[src/rtl/riscv_pkg.sv]
// Shared definitions for the RISC-V-lite pipeline: datapath width, reset PC,
// the canonical NOP encoding and the fetch-stage state type.
package riscv_pkg;

    localparam int          NBITS     = 32;
    localparam logic [31:0] NOP_INSTR = 32'h0000_0013;   // addi x0, x0, 0
    localparam logic [31:0] RESET_PC  = 32'h0040_0000;

    typedef enum logic [1:0] {
        IDLE  = 2'd0,
        WAIT  = 2'd1,
        HOLD  = 2'd2,
        DRAIN = 2'd3
    } fetch_state_t;

endpackage

[src/rtl/pc_gen.sv]
// Program counter register with its next-PC mux: hold, advance by one word,
// or load a redirect target with the byte-offset bits cleared.
module pc_gen
    import riscv_pkg::*;
#(
    parameter int               nbits    = NBITS,
    parameter logic [nbits-1:0] RESET_PC = riscv_pkg::RESET_PC
)
(
    input  logic             clk,
    input  logic             rst,
    input  logic             pc_inc,
    input  logic             pc_redirect,
    input  logic [nbits-1:0] target,
    output logic [nbits-1:0] pc,
    output logic [nbits-1:0] pc_plus4
);

    logic [nbits-1:0] pc_q;
    logic [nbits-1:0] pc_d;

    // Plain modulo-2^nbits addition: wrapping past the top of memory is legal.
    assign pc_plus4 = pc_q + nbits'(4);

    always_comb begin
        pc_d = pc_q;
        if (pc_redirect) begin
            pc_d = {target[nbits-1:2], 2'b00};
        end else if (pc_inc) begin
            pc_d = pc_plus4;
        end
    end

    always_ff @(posedge clk or negedge rst) begin
        if (!rst) begin
            pc_q <= {RESET_PC[nbits-1:2], 2'b00};
        end else begin
            pc_q <= pc_d;
        end
    end

    assign pc = pc_q;

endmodule

[src/rtl/fetch_unit.sv]
// Instruction fetch stage: issues one word read at a time, fills the IF/ID
// register, honours decode stalls and kills in-flight reads on a redirect.
module fetch_unit
    import riscv_pkg::*;
#(
    parameter int               nbits    = NBITS,
    parameter logic [nbits-1:0] RESET_PC = riscv_pkg::RESET_PC
)
(
    input  logic             clk,
    input  logic             rst,
    input  logic             STALL,
    input  logic             BR_TAKEN,
    input  logic [nbits-1:0] BR_TARGET,
    output logic             IMEM_REQ,
    output logic [nbits-1:0] IMEM_ADDR,
    input  logic [nbits-1:0] IMEM_RDATA,
    input  logic             IMEM_VALID,
    output logic [nbits-1:0] IR_OUT,
    output logic [nbits-1:0] NPC_OUT,
    output logic [nbits-1:0] PC_OUT,
    output logic             IF_VALID
);

    localparam logic [nbits-1:0] NOP = nbits'(NOP_INSTR);

    fetch_state_t     state_q, state_d;
    logic             req_q, req_d;
    logic [nbits-1:0] ir_q, ir_d;
    logic [nbits-1:0] npc_q, npc_d;
    logic [nbits-1:0] pcout_q, pcout_d;
    logic             ifv_q, ifv_d;
    logic [nbits-1:0] hold_q, hold_d;

    logic             pc_inc;
    logic             pc_redirect;
    logic [nbits-1:0] pc;
    logic [nbits-1:0] pc_plus4;
    logic             issued;
    logic             accept;

    pc_gen #(
        .nbits    (nbits),
        .RESET_PC (RESET_PC)
    ) u_pc_gen (
        .clk         (clk),
        .rst         (rst),
        .pc_inc      (pc_inc),
        .pc_redirect (pc_redirect),
        .target      (BR_TARGET),
        .pc          (pc),
        .pc_plus4    (pc_plus4)
    );

    // IDLE re-arms the request; once it is on the bus (req_q=1) memory may
    // answer in that very cycle, so it is serviced exactly as in WAIT.
    assign issued = (state_q == WAIT) || ((state_q == IDLE) && req_q);
    assign accept = issued && IMEM_VALID;

    always_ff @(posedge clk or negedge rst) begin
        if (!rst) begin
            state_q <= IDLE;
        end else begin
            state_q <= state_d;
        end
    end

    always_comb begin
        state_d = state_q;
        if (BR_TAKEN) begin
            // A read still in flight must be drained before the new fetch.
            state_d = ((issued || (state_q == DRAIN)) && !IMEM_VALID) ? DRAIN : IDLE;
        end else begin
            case (state_q)
                IDLE: begin
                    if (accept && STALL) begin
                        state_d = HOLD;
                    end else begin
                        state_d = WAIT;
                    end
                end
                WAIT: begin
                    if (accept && STALL) begin
                        state_d = HOLD;
                    end
                end
                HOLD: begin
                    if (!STALL) begin
                        state_d = IDLE;
                    end
                end
                DRAIN: begin
                    if (IMEM_VALID) begin
                        state_d = IDLE;
                    end
                end
                default: state_d = IDLE;
            endcase
        end
    end

    always_comb begin
        req_d       = (state_d == IDLE) || (state_d == WAIT);
        ir_d        = ir_q;
        npc_d       = npc_q;
        pcout_d     = pcout_q;
        ifv_d       = ifv_q;
        hold_d      = hold_q;
        pc_inc      = 1'b0;
        pc_redirect = 1'b0;

        if (BR_TAKEN) begin
            pc_redirect = 1'b1;
            ir_d        = NOP;
            ifv_d       = 1'b0;
            hold_d      = NOP;
        end else if (accept && !STALL) begin
            ir_d    = IMEM_RDATA;
            pcout_d = pc;
            npc_d   = pc_plus4;
            ifv_d   = 1'b1;
            pc_inc  = 1'b1;
        end else if (accept) begin
            hold_d = IMEM_RDATA;
        end else if ((state_q == HOLD) && !STALL) begin
            ir_d    = hold_q;
            pcout_d = pc;
            npc_d   = pc_plus4;
            ifv_d   = 1'b1;
            pc_inc  = 1'b1;
        end else if (!STALL) begin
            ir_d  = NOP;
            ifv_d = 1'b0;
        end
    end

    always_ff @(posedge clk or negedge rst) begin
        if (!rst) begin
            req_q   <= 1'b0;
            ir_q    <= NOP;
            npc_q   <= '0;
            pcout_q <= '0;
            ifv_q   <= 1'b0;
            hold_q  <= NOP;
        end else begin
            req_q   <= req_d;
            ir_q    <= ir_d;
            npc_q   <= npc_d;
            pcout_q <= pcout_d;
            ifv_q   <= ifv_d;
            hold_q  <= hold_d;
        end
    end

    assign IMEM_REQ  = req_q;
    assign IMEM_ADDR = pc;
    assign IR_OUT    = ir_q;
    assign NPC_OUT   = npc_q;
    assign PC_OUT    = pcout_q;
    assign IF_VALID  = ifv_q;

endmodule
[config.mk]
export PLATFORM = sky130hd
export DESIGN_NAME = fetch_unit
export DESIGN_NICKNAME = d
export VERILOG_FILES = /design/src/rtl/riscv_pkg.sv /design/src/rtl/pc_gen.sv /design/src/rtl/fetch_unit.sv
export SDC_FILE = /design/constraint.sdc
export NUM_CORES = 1
export LEC_CHECK = 0
export CAP_MARGIN = 20
export CORE_ASPECT_RATIO = 1.25
export CORE_MARGIN = 8
export CORE_UTILIZATION = 49
export DETAILED_ROUTE_END_ITERATION = 10
export PLACE_DENSITY = 0.81
export RECOVER_POWER = 25
export SYNTH_ARGS = -nofsm -noshare
export SYNTH_HDL_FRONTEND = slang
export SYNTH_SLANG_ARGS = --single-unit
[constraint.sdc]
create_clock -name clk -period 2.9 [get_ports clk]
set_input_delay 0.29 -clock clk [delete_from_list [all_inputs] [get_ports clk]]
set_output_delay 0.29 -clock clk [all_outputs]
set_load 0.02 [all_outputs]
==> results.md, run 1 <==
- Die area: 0.0193 sq mm
- Time the final worst path needs with I/O delays and setup: 2.35 ns
- Ys Warns: 0
- Total grt overflow: 0
- Run status: complete, but fails checks
- Instance count on the critical path: 5
- Number of buffers and inverters on the critical path: 1
- Final slew viol count: 56
- Final routed DRC violation total: 0
- P&R area growth vs syn: 36.1%
- Total global routing track utilization: a little under a quarter
- Post-Route Skew: 0.00641 ns
- Floorplan die width: 126 um
- Initial core utilization: about half
- Violated checks: max-capacitance violations, max-slew violations
- Final core occ: 67.6%
- Drt first-iter violations: 707
- Root buffer selected by CTS: sky130_fd_sc_hd__clkbuf_16
- Remaining number of nets flagged by the antenna check after routing: 0
- Crit path launch: u_pc_gen.pc[4]$_DFFE_PN0N_
- Hold Crit Class: in -> reg
- Relative slew margins: -1.18%
- Critical path data arrival time: 2.69 ns
- Detailed Routing Iterations Pass 1: 8
- Worst Min Path Start: BR_TAKEN
- Count of non-filler cells in the finished layout: 1,113
- Critical path class: reg -> reg
- Vias in the first global route: 6,644
- Max Clock Freq: 426 MHz
- FFs w/ async S/R, synth: 100%
- Synthesized area per cell: 9.77 sq um
- Number of H-tree levels: 4
- Kind of cell adding the most delay to the critical path: simple AND/OR/NAND/NOR gates
- Fraction of layout instances using a drive strength above 1: around 7.8%
- Flop and latch count out of synthesis: 158
- Number of endpoints failing setup at the final stage: 0
- Initial antenna violation count: 1
- Accumulated negative setup slack: 0 ns
- Slowest cell on crit path: sky130_fd_sc_hd__dfrtp_1
- Via count: 6,713
- Worst slack at placement: about 0.54 ns
- Final Net Count: 987
- Maximum number of pins on one net before global-route repair: 65
- Final GP Congestion: ~0.84
- Placed Cells: approximately 1,100
- Top fanout value on the critical path: 19
- Max IR drop VDD: between 0.0003 and 0.0004 V
- Worst Tran Pin Value: 1.52 ns
- Clock insertion delay at the later pin of the skew report: 0.43 ns
- Post-CTS setup repair buffer count: 0
- Clock-pin slew on the worst setup and hold paths: 0.06 ns
- Most common cell after layout, fill and taps aside: sky130_fd_sc_hd__clkdlybuf4s50_1
- Max-Cap Viols: 1
- Number of standard-cell rows in the floorplan: 50
- Logic depth of the worst register-to-register path: 5
- Via-per-instance ratio: a little over 6
- Clock tree from TritonCTS: done
- Final Hold Violating Endpoints: 0
- # clock sinks: 158
- Hold depth: 3
- Crit Reg-Reg Startpoint: u_pc_gen.pc[4]$_DFFE_PN0N_
- Chain of cells forming the critical path: and4_1 -> nand3_1 -> buf_4 -> or4_1 -> a31oi_1
- EDFF count, synth: 0
- Number of distinct library cell variants in the gate-level netlist after synthesis: 57
- Overall die height: 153 um
- Unrepaired setup endpoints after global routing: no
- CP Data Required Time: between 3 and 4 ns
- Detailed Route WL: 22.2 mm
- Count of pins on the block boundary: 199
- Longest individual stage delay on the worst path: 0.56 ns
- Wire length per cell after detailed routing: 20.0 um
- Startpoint types: register
- Placeable core region: ~0.015 sq mm
- Worst Slack Setup Final: ~0.55 ns
- Post-synthesis sequential area ratio: between 50% and 60%
- Total clock buffers created by CTS: 17
- Placed wire-length estimate after detailed placement: ~16 mm
- Mapped Cells: 757
- Pwr dens: 774 mW/mm^2
- Main flop type after synthesis: sky130_fd_sc_hd__dfrtp_1
- Synthesized area: approximately 0.0074 sq mm
- Total of buffers placed on input and output ports: 190
- Highest-count cells in the layout ignoring fill and taps: sky130_fd_sc_hd__clkdlybuf4s50_1 (188), sky130_fd_sc_hd__dfrtp_1 (151), sky130_fd_sc_hd__nand2_1 (138)
- Number of filler instances in the final layout: ~1,200
- Max Root-Sink Buffers: 2
- Global-route wire length before repair: 35.6 mm
- Critical Path End Type: register
- Part of the cycle the worst path needs: 81.0%
- Leakage component of the power: roughly 4.2 nW
==> flip-flops by register name, indices dropped and copies added (netlist names) <==
register,cells
IF_VALID,1
IMEM_REQ,1
IR_OUT,32
NPC_OUT,30
PC_OUT,30
hold_q,32
state_q,2
u_pc_gen.pc,30
==> per-stage QoR <==
stage	cell area, sq um	power [W]	hold slack, ns
final	10100	0.00779	0.266
after global routing	10100	0.00816	0.285
after CTS	10100	0.00785	0.249
after detailed placement	9430	0.00543	0.295
after global placement	9410	0.00535	0.295
after floorplan	7410	0.00415	-0.00559
==> layout make-up <==
| class | count | area, sq um | area share [%] |
|---|---|---|---|
| clock buffers | 23 | 478 | 4.75 |
| diodes | 1 | 2.50 | 0.0249 |
| flip-flops and latches | 158 | 3960 | 39.4 |
| repair buffers | 213 | 2100 | 20.9 |
| clock inverters | 9 | 156 | 1.55 |
| multi-input cells | 521 | 3120 | 31.0 |
| inverters | 6 | 22.5 | 0.224 |
| well taps | 182 | 228 | 2.26 |
==> repair_timing <==
item / CTS / global route
endpoints found under the setup margin: 0 / 0
hold buffers: 1 / 0
hold endpoints to repair: 53 / 0
resized for setup: 0 / 0
==> cells in the mapped netlist (all sizes together) (7+ instances only) <==
cell	number	area share, %
nand4	21	2.0
a31oi	12	1.0
or3	7	0.59
nor2b	9	0.76
nand2	138	7.0
clkbuf	48	2.5
a222oi	29	3.9
o211ai	20	2.0
xor2	12	1.4
dfrtp	151	51
nor2	52	2.6
o21ai	39	2.6
buf	29	2.2
a21oi	8	0.59
o31ai	8	0.81
or4	28	3.0
a22oi	8	0.81
a22o	30	3.6
xnor2	8	0.95
dfstp	7	2.5
nand3	37	2.5
==> per-layer routing <==
metal / part of all wire, % / track usage (%) / vias up
met4: 2.8 / 10.9 / 0
met2: 48 / 36.0 / 311
met3: 9.8 / 8.56 / 42
met5: 0 / 0 / -
met1: 40 / 27.5 / 3264
li1: - / - / 3096
==> logic make-up after synthesis <==
group,after synthesis,synth area share [%]
AO/OA/AOI/OAI,173,17.5
XOR/XNOR,20,2.37
adder cells (fa/ha/maj),1,0.169
buffers and inverters,83,4.96
flip-flops,158,53.6
multiplexers,4,0.541
other,1,0.0507
AND/OR/NAND/NOR,317,20.8
==> final timing paths <==
kind | endpoint | slack, ns
setup / recovery | NPC_OUT[27]$_DFFE_PN0P_ | 0.55
hold / removal | u_pc_gen.pc[23]$_DFFE_PN0N_ | 0.27
setup reg to reg | NPC_OUT[27]$_DFFE_PN0P_ | 0.55
hold reg to reg | PC_OUT[26]$_DFFE_PN0P_ | 0.47
max in group asynchronous | NPC_OUT[30]$_DFFE_PN0P_ | 0.88
min in group asynchronous | IR_OUT[30]$_DFFE_PN0P_ | 0.77
==> power breakdown <==
| group | internal [W] | switching, W |
|---|---|---|
| sequential | 0.00265 | 0.000346 |
| clock | 0.00151 | 0.000903 |
| combinational | 0.00108 | 0.00130 |
==> tightest hold or removal path: cells and delay by family <==
kind / cells / cell delay [ns]
AOI/OAI and AO/OA: 1 / 0.09
buffers and inverters: 2 / 0.27
Power figures use the tool's default switching activity.
==> run 2, diff against run 1 <==
clock period = 2.3 ns   (was 2.9 ns; I/O delays follow)
==> results.md, run 2 (synthesized netlist as in run 1, its figures left out) <==
- Run status: finished clean (was complete, but fails checks)
- Top fanout value on the critical path: 8 (was 19)
- Detailed Routing Iterations Pass 1: 8 (unchanged)
- Clock tree from TritonCTS: done (unchanged)
- Maximum number of pins on one net before global-route repair: 85 (was 65)
- Total global routing track utilization: 23.8% (was 23.0%)
- Vias in the first global route: 6,919 (was 6,644)
- Initial antenna violation count: 1 (unchanged)
- Post-CTS setup repair buffer count: 0 (unchanged)
- Number of endpoints failing setup at the final stage: 0 (unchanged)
- Number of H-tree levels: 4 (unchanged)
- Count of non-filler cells in the finished layout: 1,137 (was 1,113)
- Drt first-iter violations: 659 (was 707)
- Max IR drop VDD: 0.000451 V (was 0.000369 V)
- CP Data Required Time: 2.65 ns (was 3.24 ns)
- P&R area growth vs syn: 39.3% (was 36.1%)
- Total clock buffers created by CTS: 17 (unchanged)
- Clock-pin slew on the worst setup and hold paths: 0.06 ns (about the same)
- Via count: 6,850 (was 6,713)
- Critical path data arrival time: 2.42 ns (was 2.69 ns)
- Total non-filler cell area in the finished layout: 0.0103 sq mm (was 0.0101 sq mm)
- Via-per-instance ratio: 6.02 (was 6.03)
- Unrepaired setup endpoints after global routing: no (unchanged)
- Startpoint types: register (unchanged)
- Total of buffers placed on input and output ports: 190 (unchanged)
- Hold Crit Class: in -> reg (unchanged)
- Remaining number of nets flagged by the antenna check after routing: 0 (unchanged)
- Total grt overflow: 0 (unchanged)
- Placeable core region: 0.0149 sq mm (unchanged)
- Clock insertion delay at the later pin of the skew report: 0.42 ns (was 0.43 ns)
- Count of pins on the block boundary: 199 (unchanged)
- Number of standard-cell rows in the floorplan: 50 (unchanged)
- Placed wire-length estimate after detailed placement: 16.0 mm (was 15.5 mm)
- Worst Tran Pin Value: 1.35 ns (was 1.52 ns)
- Highest-count cells in the layout ignoring fill and taps: sky130_fd_sc_hd__clkdlybuf4s50_1 (188), sky130_fd_sc_hd__dfrtp_1 (151), sky130_fd_sc_hd__nand2_1 (138) (unchanged)
- Final antenna diode count: 0 (was 1)
- Max Root-Sink Buffers: 2 (unchanged)
- Pwr dens: 965 mW/mm^2 (was 774 mW/mm^2)
- Time the final worst path needs with I/O delays and setup: 2.08 ns (was 2.35 ns)
- Placed Cells: 1,104 (was 1,079)
- Leakage component of the power: 4.38 nW (was 4.23 nW)
- # clock sinks: 158 (unchanged)
- Detailed Route WL: 23.0 mm (was 22.2 mm)
- Post-Route Skew: 0.0103 ns (was 0.00641 ns)
- Overall die height: 153 um (unchanged)
- Final Net Count: 1,012 (was 987)
- Global-route wire length before repair: 36.9 mm (was 35.6 mm)
- Accumulated negative setup slack: 0 ns (unchanged)
- Part of the cycle the worst path needs: 90.3% (was 81.0%)
- Critical Path End Type: register (unchanged)
- Fraction of layout instances using a drive strength above 1: 10.6% (was 7.85%)
- Die area: 0.0193 sq mm (unchanged)
- Relative slew margins: 9.87% (was -1.18%)
- Final Hold Violating Endpoints: 0 (unchanged)
- Final Hold Slack: 0.363 ns (was 0.266 ns)
- Max Clock Freq: 482 MHz (was 426 MHz)
- Floorplan die width: 126 um (unchanged)
- Wire length per cell after detailed routing: 20.2 um (was 20.0 um)
- Root buffer selected by CTS: sky130_fd_sc_hd__clkbuf_16 (unchanged)
- Final slew viol count: 0 (was 56)
- Final routed DRC violation total: 0 (unchanged)
- Initial core utilization: 49.7% (unchanged)
- Cell Area, Placed: 0.00967 sq mm (was 0.00943 sq mm)
- Critical path class: reg -> reg (unchanged)
- Final GP Congestion: 0.901 (was 0.842)
- Most common cell after layout, fill and taps aside: sky130_fd_sc_hd__clkdlybuf4s50_1 (unchanged)
- Max-Cap Viols: 0 (was 1)
## run 2: cell count changes in the layout (fill, tap and decap cells not counted), sizes merged
cell / delta
clkinvlp: -3
diode: -1
clkinv: +5
inv: +2
buf: +24
clkbuf: -3
## run 2: worst paths after layout
kind | to | cells after the start | startpoint | slack, ns
setup / recovery | u_pc_gen.pc[28]$_DFFE_PN0N_ | 4 | u_pc_gen.pc[8]$_DFFE_PN0N_ | 0.22
hold / removal | u_pc_gen.pc[8]$_DFFE_PN0N_ | 3 | BR_TARGET[8] | 0.36
setup reg to reg | u_pc_gen.pc[28]$_DFFE_PN0N_ | 4 | u_pc_gen.pc[8]$_DFFE_PN0N_ | 0.22
hold reg to reg | NPC_OUT[11]$_DFFE_PN0P_ | 2 | NPC_OUT[11]$_DFFE_PN0P_ | 0.47
max in group asynchronous | u_pc_gen.pc[25]$_DFFE_PN0N_ | 3 | rst | 0.50
min in group asynchronous | IR_OUT[30]$_DFFE_PN0P_ | 2 | rst | 0.64
## run 2: layer usage
metal / share of wire [%] / track usage (%) / vias to the layer above / wire length [um]
met4: 2.9 / 9.71 / 2 / 667
met2: 49 / 39.2 / 304 / 11300
met3: 8.7 / 8.63 / 47 / 2010
met1: 39 / 27.7 / 3347 / 9060
li1: - / - / 3150 / -
met5: 0.035 / 0 / - / 8
## run 2: critical path, stage by stage (launching register included)
cell and delay (ns):
sky130_fd_sc_hd__dfrtp_1 0.51, sky130_fd_sc_hd__nand4_4 0.20, sky130_fd_sc_hd__or4_4 0.63, sky130_fd_sc_hd__or4_1 0.49
sky130_fd_sc_hd__a31oi_1 0.17
## run 2: area by class of cell
type	instances	area, sq um
clock buffer	19	453
clock inverter	13	184
fill	1157	4590
inverter	6	22.5
multi-input combinational	521	3120
sequential	158	3960
tap	182	228
timing repair buffer	238	2330
## run 2: timing repair
| action | 4_1_cts | 5_1_grt |
|---|---|---|
| resized for setup | 0 | 1 |
| hold buffers | 1 | 0 |
| hold endpoints to repair | 49 | 0 |
| setup endpoints to repair | 0 | 4 |
## run 2: stage by stage
step                power (W)  util [%]  setup slack, ns
floorplan             0.00523         -           0.0265
global placement      0.00685      64.9            0.193
detailed placement    0.00694      64.9            0.132
CTS                    0.0100      69.3            0.159
global route           0.0104      69.2           0.0732
finish                0.00994      69.2            0.224
## run 2: power breakdown
part	switching [W]	internal, W
logic	0.00172	0.00143
registers	0.000389	0.00334
clock network	0.00118	0.00188
==> run 3, diff against run 2 <==
GPL_TIMING_DRIVEN = 0   (was unset)
==> results.md, run 3 (synthesized netlist as in run 1, its figures left out) <==
- Run status: finished clean (unchanged)
- Via-per-instance ratio: 6.06 (was 6.02)
- Remaining number of nets flagged by the antenna check after routing: 0 (unchanged)
- Global-route wire length before repair: 38.7 mm (was 36.9 mm)
- Post-Route Skew: 0.00749 ns (was 0.0103 ns)
- Total of buffers placed on input and output ports: 190 (unchanged)
- Switching part of the total power: 33.5% (was 33.1%)
- Wire length per cell after detailed routing: 20.8 um (was 20.2 um)
- Cell Area, Placed: 0.00958 sq mm (was 0.00967 sq mm)
- Final routed DRC violation total: 0 (unchanged)
- Total global routing track utilization: 25.3% (was 23.8%)
- Final Hold Violating Endpoints: 0 (unchanged)
- P&R area growth vs syn: 39.0% (was 39.3%)
- Root buffer selected by CTS: sky130_fd_sc_hd__clkbuf_16 (unchanged)
- GR Layer Usage met2: 39.8% (was 39.2%)
- Max IR drop VDD: 0.000522 V (was 0.000451 V)
- Vias in the first global route: 7,177 (was 6,919)
- Maximum number of pins on one net before global-route repair: 81 (was 85)
- Most common cell after layout, fill and taps aside: sky130_fd_sc_hd__clkdlybuf4s50_1 (unchanged)
- # clock sinks: 158 (unchanged)
- Gate power share: 32.4% (was 31.7%)
- Number of standard-cell rows in the floorplan: 50 (unchanged)
- Die area: 0.0193 sq mm (unchanged)
- Initial antenna violation count: 0 (was 1)
- Relative slew margins: 28.1% (was 9.87%)
- Grt met1 use: 30.2% (was 27.7%)
- Critical path class: reg -> reg (unchanged)
- Clock insertion delay at the later pin of the skew report: 0.43 ns (was 0.42 ns)
- Final slew viol count: 0 (unchanged)
- Highest-count cells in the layout ignoring fill and taps: sky130_fd_sc_hd__clkdlybuf4s50_1 (189), sky130_fd_sc_hd__dfrtp_1 (149), sky130_fd_sc_hd__nand2_1 (138) (was sky130_fd_sc_hd__clkdlybuf4s50_1 (188), sky130_fd_sc_hd__dfrtp_1 (151), sky130_fd_sc_hd__nand2_1 (138))
- Startpoint types: register (unchanged)
- Critical Path End Type: register (unchanged)
- Floorplan die width: 126 um (unchanged)
- Placeable core region: 0.0149 sq mm (unchanged)
- Total clock buffers created by CTS: 17 (unchanged)
- Fraction of layout instances using a drive strength above 1: 10.0% (was 10.6%)
- Max-Cap Viols: 0 (unchanged)
- Total grt overflow: 0 (unchanged)
- Worst Tran Pin Value: 1.08 ns (was 1.35 ns)
- Worst slack at placement: -0.531 ns (was 0.132 ns)
- CP Data Required Time: 2.66 ns (was 2.65 ns)
- Count of pins on the block boundary: 199 (unchanged)
- Detailed Routing Iterations Pass 1: 6 (was 8)
- Final GP Congestion: 0.958 (was 0.901)
- Time the final worst path needs with I/O delays and setup: 2.23 ns (was 2.08 ns)
- Number of filler instances in the final layout: 1,150 (was 1,157)
- Number of endpoints failing setup at the final stage: 0 (unchanged)
- Part of the cycle the worst path needs: 96.9% (was 90.3%)
- Highest-utilization routing layer at the global route stage: met2 (unchanged)
- Placed wire-length estimate after detailed placement: 17.8 mm (was 16.0 mm)
- Final Net Count: 1,045 (was 1,012)
- Clock tree from TritonCTS: done (unchanged)
- Total non-filler cell area in the finished layout: 0.0103 sq mm (about the same)
- Leakage component of the power: 4.34 nW (was 4.38 nW)
- Cell-internal power: 0.00651 W (was 0.00665 W)
- Clock-pin slew on the worst setup and hold paths: 0.06 ns (about the same)
- Fraction of power consumed by the clock network: 29.6% (was 30.8%)
- Final antenna diode count: 0 (unchanged)
- Max Clock Freq: 449 MHz (was 482 MHz)
- Proportion of power drawn by flip-flops and latches: 38.0% (was 37.5%)
- Max Root-Sink Buffers: 2 (unchanged)
- Hold Crit Class: in -> reg (unchanged)
- Drt first-iter violations: 757 (was 659)
- Number of H-tree levels: 4 (unchanged)
- NetSw: 0.00328 W (was 0.00329 W)
- Detailed Route WL: 24.4 mm (was 23.0 mm)
- Worst Slack Setup Final: 0.0724 ns (was 0.224 ns)
- Placed Cells: 1,135 (was 1,104)
- Top fanout value on the critical path: 10 (was 8)
- Count of non-filler cells in the finished layout: 1,170 (was 1,137)
- Overall die height: 153 um (unchanged)
- Via count: 7,089 (was 6,850)
- Pwr dens: 952 mW/mm^2 (was 965 mW/mm^2)
- Unrepaired setup endpoints after global routing: no (unchanged)
- Met3 GRT Util: 7.10% (was 8.63%)
- Critical path data arrival time: 2.59 ns (was 2.42 ns)
- Initial core utilization: 49.7% (unchanged)
## run 3: cell types whose count changed in the layout (fill, tap and decap cells not counted), sizes merged
cell and change:
inv -2, clkinv -4, clkbuf +52, bufinv -1, buf -17, clkinvlp +4, clkdlybuf4s50 +1
## run 3: through the flow
stage | hold slack, ns | power [W] | utilization, % | setup TNS (ns)
detailed placement | 0.249 | 0.00689 | 64.3 | -37.00
global placement | 0.459 | 0.00681 | 64.1 | -882.55
global route | 0.380 | 0.0102 | 69.0 | 0
CTS | 0.364 | 0.00980 | 68.6 | 0
floorplan | -0.0656 | 0.00523 | - | 0
finish | 0.377 | 0.00979 | 69.0 | 0
## run 3: timing repair
item	in CTS	in global routing
hold buffers	1	0
pin swaps	0	1
setup endpoints to repair	101	98
buffers inserted	0	6
hold endpoints to repair	78	0
gates resized for setup	12	30
cloned	0	0
## run 3: cell type report
cell class,instances,area [sq um],area share [%]
multi-input combinational,521,3140,30.5
clock inverter,10,139,1.35
timing repair buffer,198,1970,19.1
tap,182,228,2.22
inverter,6,22.5,0.219
sequential,158,3970,38.6
buffer,73,360,3.51
clock buffer,22,464,4.52
## run 3: path summary, 6_finish.rpt
kind,from,endpoint,slack [ns],cells past startpoint
worst min register to register,PC_OUT[4]$_DFFE_PN0P_,PC_OUT[4]$_DFFE_PN0P_,0.47,2
worst max-delay path,u_pc_gen.pc[15]$_DFFE_PN0N_,NPC_OUT[26]$_DFFE_PN0P_,0.07,6
worst min-delay path,BR_TARGET[3],u_pc_gen.pc[3]$_DFFE_PN0N_,0.38,3
worst max register to register,u_pc_gen.pc[15]$_DFFE_PN0N_,NPC_OUT[26]$_DFFE_PN0P_,0.07,6
max in group asynchronous,rst,hold_q[14]$_DFFE_PN0P_,0.43,3
min in group asynchronous,rst,hold_q[30]$_DFFE_PN0P_,0.58,2
## run 3: layer usage
metal	vias up	share of wire (%)
met5	-	0
met3	71	9.6
li1	3220	-
met4	0	4.1
met1	3390	39
met2	408	48
## run 3: power groups by stage
stage	registers, W	clock network [W]	logic, W
after detailed placement	0.00376	0	0.00313
final	0.00372	0.00290	0.00317
after CTS	0.00371	0.00292	0.00316
after floorplan	0.00434	0	0.000891
after global routing	0.00379	0.00305	0.00340
after global placement	0.00373	0	0.00309
## run 3: critical path, cell delays in order (launching register included)
cell and delay [ns]:
sky130_fd_sc_hd__dfrtp_1 0.39, sky130_fd_sc_hd__clkbuf_2 0.22, sky130_fd_sc_hd__nand4_1 0.27, sky130_fd_sc_hd__or4_4 0.58
sky130_fd_sc_hd__buf_6 0.16, sky130_fd_sc_hd__or4_1 0.46, sky130_fd_sc_hd__nand3_1 0.09
